===== src/rtl/err_stat_acc.sv =====
// -----------------------------------------------------------------------------
// err_stat_acc
//   Accumulates error statistics between an approximate 8x8 multiplier product
//   and its exact reference over a run of N_SAMPLES product pairs.
//
//   Each accepted pair goes through a two-stage pipeline:
//     stage 1 registers ed = |approx_p - exact_p| and ne = (ed != 0)
//     stage 2 folds them into sample_cnt, err_cnt, sum_ed and max_ed
//   The FSM (IDLE -> RUN -> DRAIN -> DONE) stops accepting after N_SAMPLES
//   pairs, waits two cycles in DRAIN for the pipeline to empty, then raises
//   done with the statistics frozen.
//
// Handshake: a pair transfers on a rising CLK edge where in_valid && in_ready.
//   in_ready is high only in RUN; in_valid may drop at any time (bubble).
//
// Parameters
//   N_SAMPLES   pairs per run, 1..65536
//
// Ports
//   CLK, RST_N  clock (rising edge), asynchronous active-low reset
//   start       one-cycle pulse: clear statistics and begin a run (IDLE/DONE)
//   in_valid    product pair valid
//   in_ready    block accepts a pair this cycle
//   approx_p    approximate product (unsigned 16 bit)
//   exact_p     exact product (unsigned 16 bit)
//   busy        RUN or DRAIN
//   done        DONE; statistics final and stable
//   sample_cnt  accumulated pairs
//   err_cnt     pairs with approx_p != exact_p
//   sum_ed      sum of |approx_p - exact_p|
//   max_ed      largest |approx_p - exact_p|
//   sum_sed     (ERR_SIGNED_SUM_EN only) signed sum of approx_p - exact_p
//   fsm_state   debug view of the FSM: 0 IDLE, 1 RUN, 2 DRAIN, 3 DONE
//
// Optional feature macro: ERR_SIGNED_SUM_EN adds sum_sed and its pipeline.
// -----------------------------------------------------------------------------
module err_stat_acc #(
    parameter int N_SAMPLES = 65536
) (
    input  logic               CLK,
    input  logic               RST_N,
    input  logic               start,
    input  logic               in_valid,
    output logic               in_ready,
    input  logic [15:0]        approx_p,
    input  logic [15:0]        exact_p,
    output logic               busy,
    output logic               done,
    output logic [16:0]        sample_cnt,
    output logic [16:0]        err_cnt,
    output logic [31:0]        sum_ed,
    output logic [15:0]        max_ed,
`ifdef ERR_SIGNED_SUM_EN
    output logic signed [32:0] sum_sed,
`endif
    output logic [1:0]         fsm_state
);

    typedef enum logic [1:0] {
        IDLE  = 2'd0,
        RUN   = 2'd1,
        DRAIN = 2'd2,
        DONE  = 2'd3
    } state_t;

    localparam logic [16:0] LAST_IDX = 17'(N_SAMPLES - 1);

    state_t      state;
    logic [16:0] acc_cnt;    // pairs accepted so far in this run
    logic        drain_cnt;  // cycles spent in DRAIN
    logic        accept;
    logic        start_ok;

    // Stage-1 pipeline registers
    logic        v1;
    logic [15:0] ed1;
    logic        ne1;
    logic [15:0] ed_c;

    assign accept    = in_valid && in_ready;
    assign start_ok  = start && ((state == IDLE) || (state == DONE));
    assign fsm_state = state;

    // Absolute difference without wrap: subtract the smaller from the larger.
    always_comb begin
        ed_c = 16'd0;
        if (approx_p >= exact_p) ed_c = approx_p - exact_p;
        else                     ed_c = exact_p - approx_p;
    end

    // Control FSM; in_ready/busy/done are registered alongside the state.
    always_ff @(posedge CLK or negedge RST_N) begin
        if (!RST_N) begin
            state     <= IDLE;
            acc_cnt   <= 17'd0;
            drain_cnt <= 1'b0;
            in_ready  <= 1'b0;
            busy      <= 1'b0;
            done      <= 1'b0;
        end else begin
            case (state)
                IDLE, DONE: begin
                    if (start) begin
                        state    <= RUN;
                        acc_cnt  <= 17'd0;
                        in_ready <= 1'b1;
                        busy     <= 1'b1;
                        done     <= 1'b0;
                    end
                end
                RUN: begin
                    if (accept) begin
                        if (acc_cnt == LAST_IDX) begin
                            state     <= DRAIN;
                            in_ready  <= 1'b0;
                            drain_cnt <= 1'b0;
                        end else begin
                            acc_cnt <= acc_cnt + 17'd1;
                        end
                    end
                end
                DRAIN: begin
                    if (drain_cnt) begin
                        state <= DONE;
                        busy  <= 1'b0;
                        done  <= 1'b1;
                    end else begin
                        drain_cnt <= 1'b1;
                    end
                end
                default: state <= IDLE;
            endcase
        end
    end

`ifdef ERR_SIGNED_SUM_EN
    logic [16:0] sd_c;
    logic [16:0] sd1;
    // 17-bit modular subtraction of zero-extended operands is the exact
    // two's complement difference.
    assign sd_c = {1'b0, approx_p} - {1'b0, exact_p};
`endif

    // Stage 1: register the per-pair error terms.
    always_ff @(posedge CLK or negedge RST_N) begin
        if (!RST_N) begin
            v1  <= 1'b0;
            ed1 <= 16'd0;
            ne1 <= 1'b0;
`ifdef ERR_SIGNED_SUM_EN
            sd1 <= 17'd0;
`endif
        end else begin
            v1 <= accept;
            if (accept) begin
                ed1 <= ed_c;
                ne1 <= (ed_c != 16'd0);
`ifdef ERR_SIGNED_SUM_EN
                sd1 <= sd_c;
`endif
            end
        end
    end

    // Stage 2: accumulate. Bubbles (v1 == 0) leave statistics untouched.
    always_ff @(posedge CLK or negedge RST_N) begin
        if (!RST_N) begin
            sample_cnt <= 17'd0;
            err_cnt    <= 17'd0;
            sum_ed     <= 32'd0;
            max_ed     <= 16'd0;
`ifdef ERR_SIGNED_SUM_EN
            sum_sed    <= 33'sd0;
`endif
        end else if (start_ok) begin
            sample_cnt <= 17'd0;
            err_cnt    <= 17'd0;
            sum_ed     <= 32'd0;
            max_ed     <= 16'd0;
`ifdef ERR_SIGNED_SUM_EN
            sum_sed    <= 33'sd0;
`endif
        end else if (v1) begin
            sample_cnt <= sample_cnt + 17'd1;
            err_cnt    <= err_cnt + {16'd0, ne1};
            sum_ed     <= sum_ed + {16'd0, ed1};
            if (ed1 > max_ed) max_ed <= ed1;
`ifdef ERR_SIGNED_SUM_EN
            sum_sed    <= sum_sed + {{16{sd1[16]}}, sd1};
`endif
        end
    end

endmodule


===== config.mk =====
export PLATFORM = sky130hd
export DESIGN_NAME = err_stat_acc
export DESIGN_NICKNAME = d
export VERILOG_FILES = /design/src/rtl/err_stat_acc.sv
export SDC_FILE = /design/constraint.sdc
export NUM_CORES = 1
export LEC_CHECK = 0
export ABC_AREA = 1
export CORE_ASPECT_RATIO = 0.7
export CORE_MARGIN = 1.5
export CORE_UTILIZATION = 61
export DETAILED_ROUTE_END_ITERATION = 8
export PLACE_DENSITY = 0.9
export REMOVE_ABC_BUFFERS = 1
export SYNTH_ARGS = -nofsm -noshare
export SYNTH_HDL_FRONTEND = slang
export SYNTH_SLANG_ARGS = --single-unit
export TNS_END_PERCENT = 50

===== constraint.sdc =====
create_clock -name CLK -period 7 [get_ports CLK]
set_input_delay 1.4 -clock CLK [delete_from_list [all_inputs] [get_ports CLK]]
set_output_delay 1.4 -clock CLK [all_outputs]
set_load 0.05 [all_outputs]

==> flow_metrics.env <==
export IMPL_outcome="finished clean"
export IMPL_cts_resized=0
export IMPL_rsz0062_at_grt="false"
export IMPL_drc_errors=0
export IMPL_hold_path_class="flip-flop to flip-flop"
export IMPL_portBuffers=122
export IMPL_drtAntennaViolNets=0
export IMPL_routabilityCongestion=0.9871
export IMPL_yosys_warnings=0
export IMPL_dr_first_iter_drc_count=1058
export IMPL_area_growth_pct=21.06
export IMPL_vias_per_cell=5.675
export IMPL_powerDensity_nw_per_um2=367.7
export IMPL_cts_buffers=17
export IMPL_yosysSeqAreaShare_pct=33.15
export IMPL_cts_root_buf="clkbuf_16"
export IMPL_antenna_found_initial=0
export IMPL_fp_row_count=37
export IMPL_setup_tns_ps=0
export IMPL_clockBufferDepth=2
export IMPL_synth_cell_types=59
export IMPL_hold_viol_final=0
export IMPL_track_usage_pct=34.43
export IMPL_arrival_ps=5110
export IMPL_grt_max_degree=79
export IMPL_dp_hpwl_um=19760
export IMPL_synth_cells=1355
export IMPL_firstDrtPassIters=6
export IMPL_dieArea_um2=15980
export IMPL_cts_hold_buffers_added=0
export IMPL_async_reset_ff_share_pct=100.0
export IMPL_cts_sinks=123
export IMPL_worstPathMaxFanout=48
export IMPL_regArea_um2=3078
export IMPL_fin_crit_sh_pct=67.82
export IMPL_n_fill_cell=1114
export IMPL_wl_per_cell_um=15.80
export IMPL_multiInputGateArea_um2=5235
export IMPL_die_w_um=150.5
export IMPL_layout_min_cycle_time_ps=4747
export IMPL_fmax_mhz=210.6
export IMPL_maxSlewHeadroom_pct=29.87
export IMPL_diodes=0
export IMPL_routed_wl_um=26620
export IMPL_final_cell_mix="nand2_1 (374), inv_1 (217), dfrtp_1 (123)"
export IMPL_postCtsSetupBuffers=0
export IMPL_synth_flop_cell="dfrtp_1"
export IMPL_ys_ff_latch=123
export IMPL_nets=1588
export IMPL_clk_pin_slew_ps=60
export IMPL_final_common_cell="nand2_1"
export IMPL_clock_latency_ps=420
export IMPL_vias=9562
export IMPL_tritoncts="built"
export IMPL_fin_ws_ps=2253
export IMPL_maxSlewViolCount=0
export IMPL_ir_drop_uv=364.9
export IMPL_final_layout_size_suffix_gt1_share_pct=5.235
export IMPL_leakage_uw=0.005604
export IMPL_hold_ws_ps=511.4
export IMPL_first_global_vias=8961
export IMPL_syn_avg_cell_area_um2=6.852
export IMPL_start_kind="input pin"
export IMPL_io_pins=123
export IMPL_h_tree_depth=4
export IMPL_setup_viol=0
export IMPL_initial_core_util_pct=62.87
export IMPL_crit_type="input pin to flip-flop"
export IMPL_required_ps=7360
export IMPL_synth_edf_count=0
export IMPL_grt_pass1_wl_um=43540
export IMPL_finClkSkew_ps=8.716
export IMPL_tightest_slew_ps=1048
export IMPL_place_ws_ps=2029
export IMPL_die_h_um=106.2
export IMPL_syn_area_um2=9284
export IMPL_cp_end_kind="flip-flop"
export IMPL_core_um2=14770
export IMPL_gr_total_overflow=0
export IMPL_max_cap_violations=0
metrics by stage:
step | instances | util (%) | power [uW] | cell area (um^2)
4_1_cts | 1685 | 76.11 | 4074 | 11240
3_5_place_dp | 1653 | 72.15 | 3167 | 10660
3_3_place_gp | 1653 | 72.15 | 3101 | 10660
5_1_grt | 1685 | 76.11 | 4386 | 11240
6_report | 1685 | 76.11 | 4133 | 11240
2_1_floorplan | 1331 | - | 2505 | 9155
cells in the mapped netlist, drive strengths merged (3+ instances only):
library cell | n | area (um^2)
nor3b | 4 | 35.03
o31ai | 3 | 22.52
a22o | 4 | 35.03
clkinv | 3 | 12.51
o21ai | 79 | 395.4
clkbuf | 15 | 56.30
a31oi | 15 | 100.1
inv | 221 | 829.5
nor2 | 120 | 478.0
nand4 | 22 | 137.6
xor2 | 11 | 96.34
nor3 | 36 | 191.4
and3 | 3 | 18.77
nand3 | 94 | 475.5
ha | 72 | 900.9
fa | 3 | 60.06
a21oi | 95 | 498.0
or2 | 3 | 21.27
nand2 | 390 | 1524
o22ai | 3 | 18.77
nor4 | 3 | 18.77
buf | 9 | 72.57
o21bai | 4 | 33.78
dfrtp | 123 | 3078
registers in the layout, summed over array words and instances, names as in the netlist:
name	cells
in_ready	1
busy	1
v1	1
err_cnt	17
ne1	1
max_ed	16
ed1	16
drain_cnt	1
acc_cnt	17
fsm_state	2
done	1
sum_ed	32
sample_cnt	17
kinds of logic (layout without fill, tap and decap cells):
family	Yosys count	after routing	share of synthesized area, %
buffers and inverters	248	383	10.46
AND/OR/NAND/NOR	677	677	31.39
AO/OA/AOI/OAI	218	218	13.32
adder cells (fa/ha/maj)	75	75	10.35
XOR/XNOR	13	13	1.226
flip-flops	123	123	33.15
multiplexers	1	1	0.1078
layer usage:
metal  wire length (um)  up-vias  track usage [%]
li1                   -     4628                -
met1              11800     4329            50.50
met2              11220      549            50.03
met3               3150       56            9.227
met4                450        0            8.964
met5                  0        -                0
cell type report:
cell class,count,area share (%)
sequential,123,27.39
multi-input combinational,984,46.58
tap,195,2.171
inverter,224,7.492
timing repair buffer,127,11.18
clock buffer,19,3.941
clock inverter,13,1.258
report_power, final:
part | switching, uW | leakage (uW) | total (uW) | internal [uW]
Combinational | 1500 | 0.00370 | 2190 | 693
Sequential | 186 | 0.00162 | 1060 | 873
Clock | 350 | 0.000280 | 886 | 536
path summary, 6_finish.rpt:
| check | cells after the start | to | slack [ps] | startpoint |
|---|---|---|---|---|
| max reg2reg | 10 | sum_ed[13]$_DFFE_PN0P_ | 2820 | fsm_state[0]$_DFFE_PN0P_ |
| min reg2reg | 1 | err_cnt[5]$_DFFE_PN0P_ | 510 | err_cnt[5]$_DFFE_PN0P_ |
| max | 9 | sum_ed[13]$_DFFE_PN0P_ | 2250 | start |
| max in group asynchronous | 2 | sum_ed[28]$_DFFE_PN0P_ | 4600 | RST_N |
| min in group asynchronous | 1 | max_ed[0]$_DFFE_PN0P_ | 970 | RST_N |
| min | 1 | err_cnt[5]$_DFFE_PN0P_ | 510 | err_cnt[5]$_DFFE_PN0P_ |
worst max-delay path, cell delays in order:
cell             delay [ps]
clkdlybuf4s50_1         430
nand2_1                  90
buf_4                   420
clkinv_1                860
nor2_1                 1100
inv_1                   340
a21oi_1                 220
o21ai_0                 140
nand2_1                  90
No activity file was read; power rests on OpenSTA's default activity.
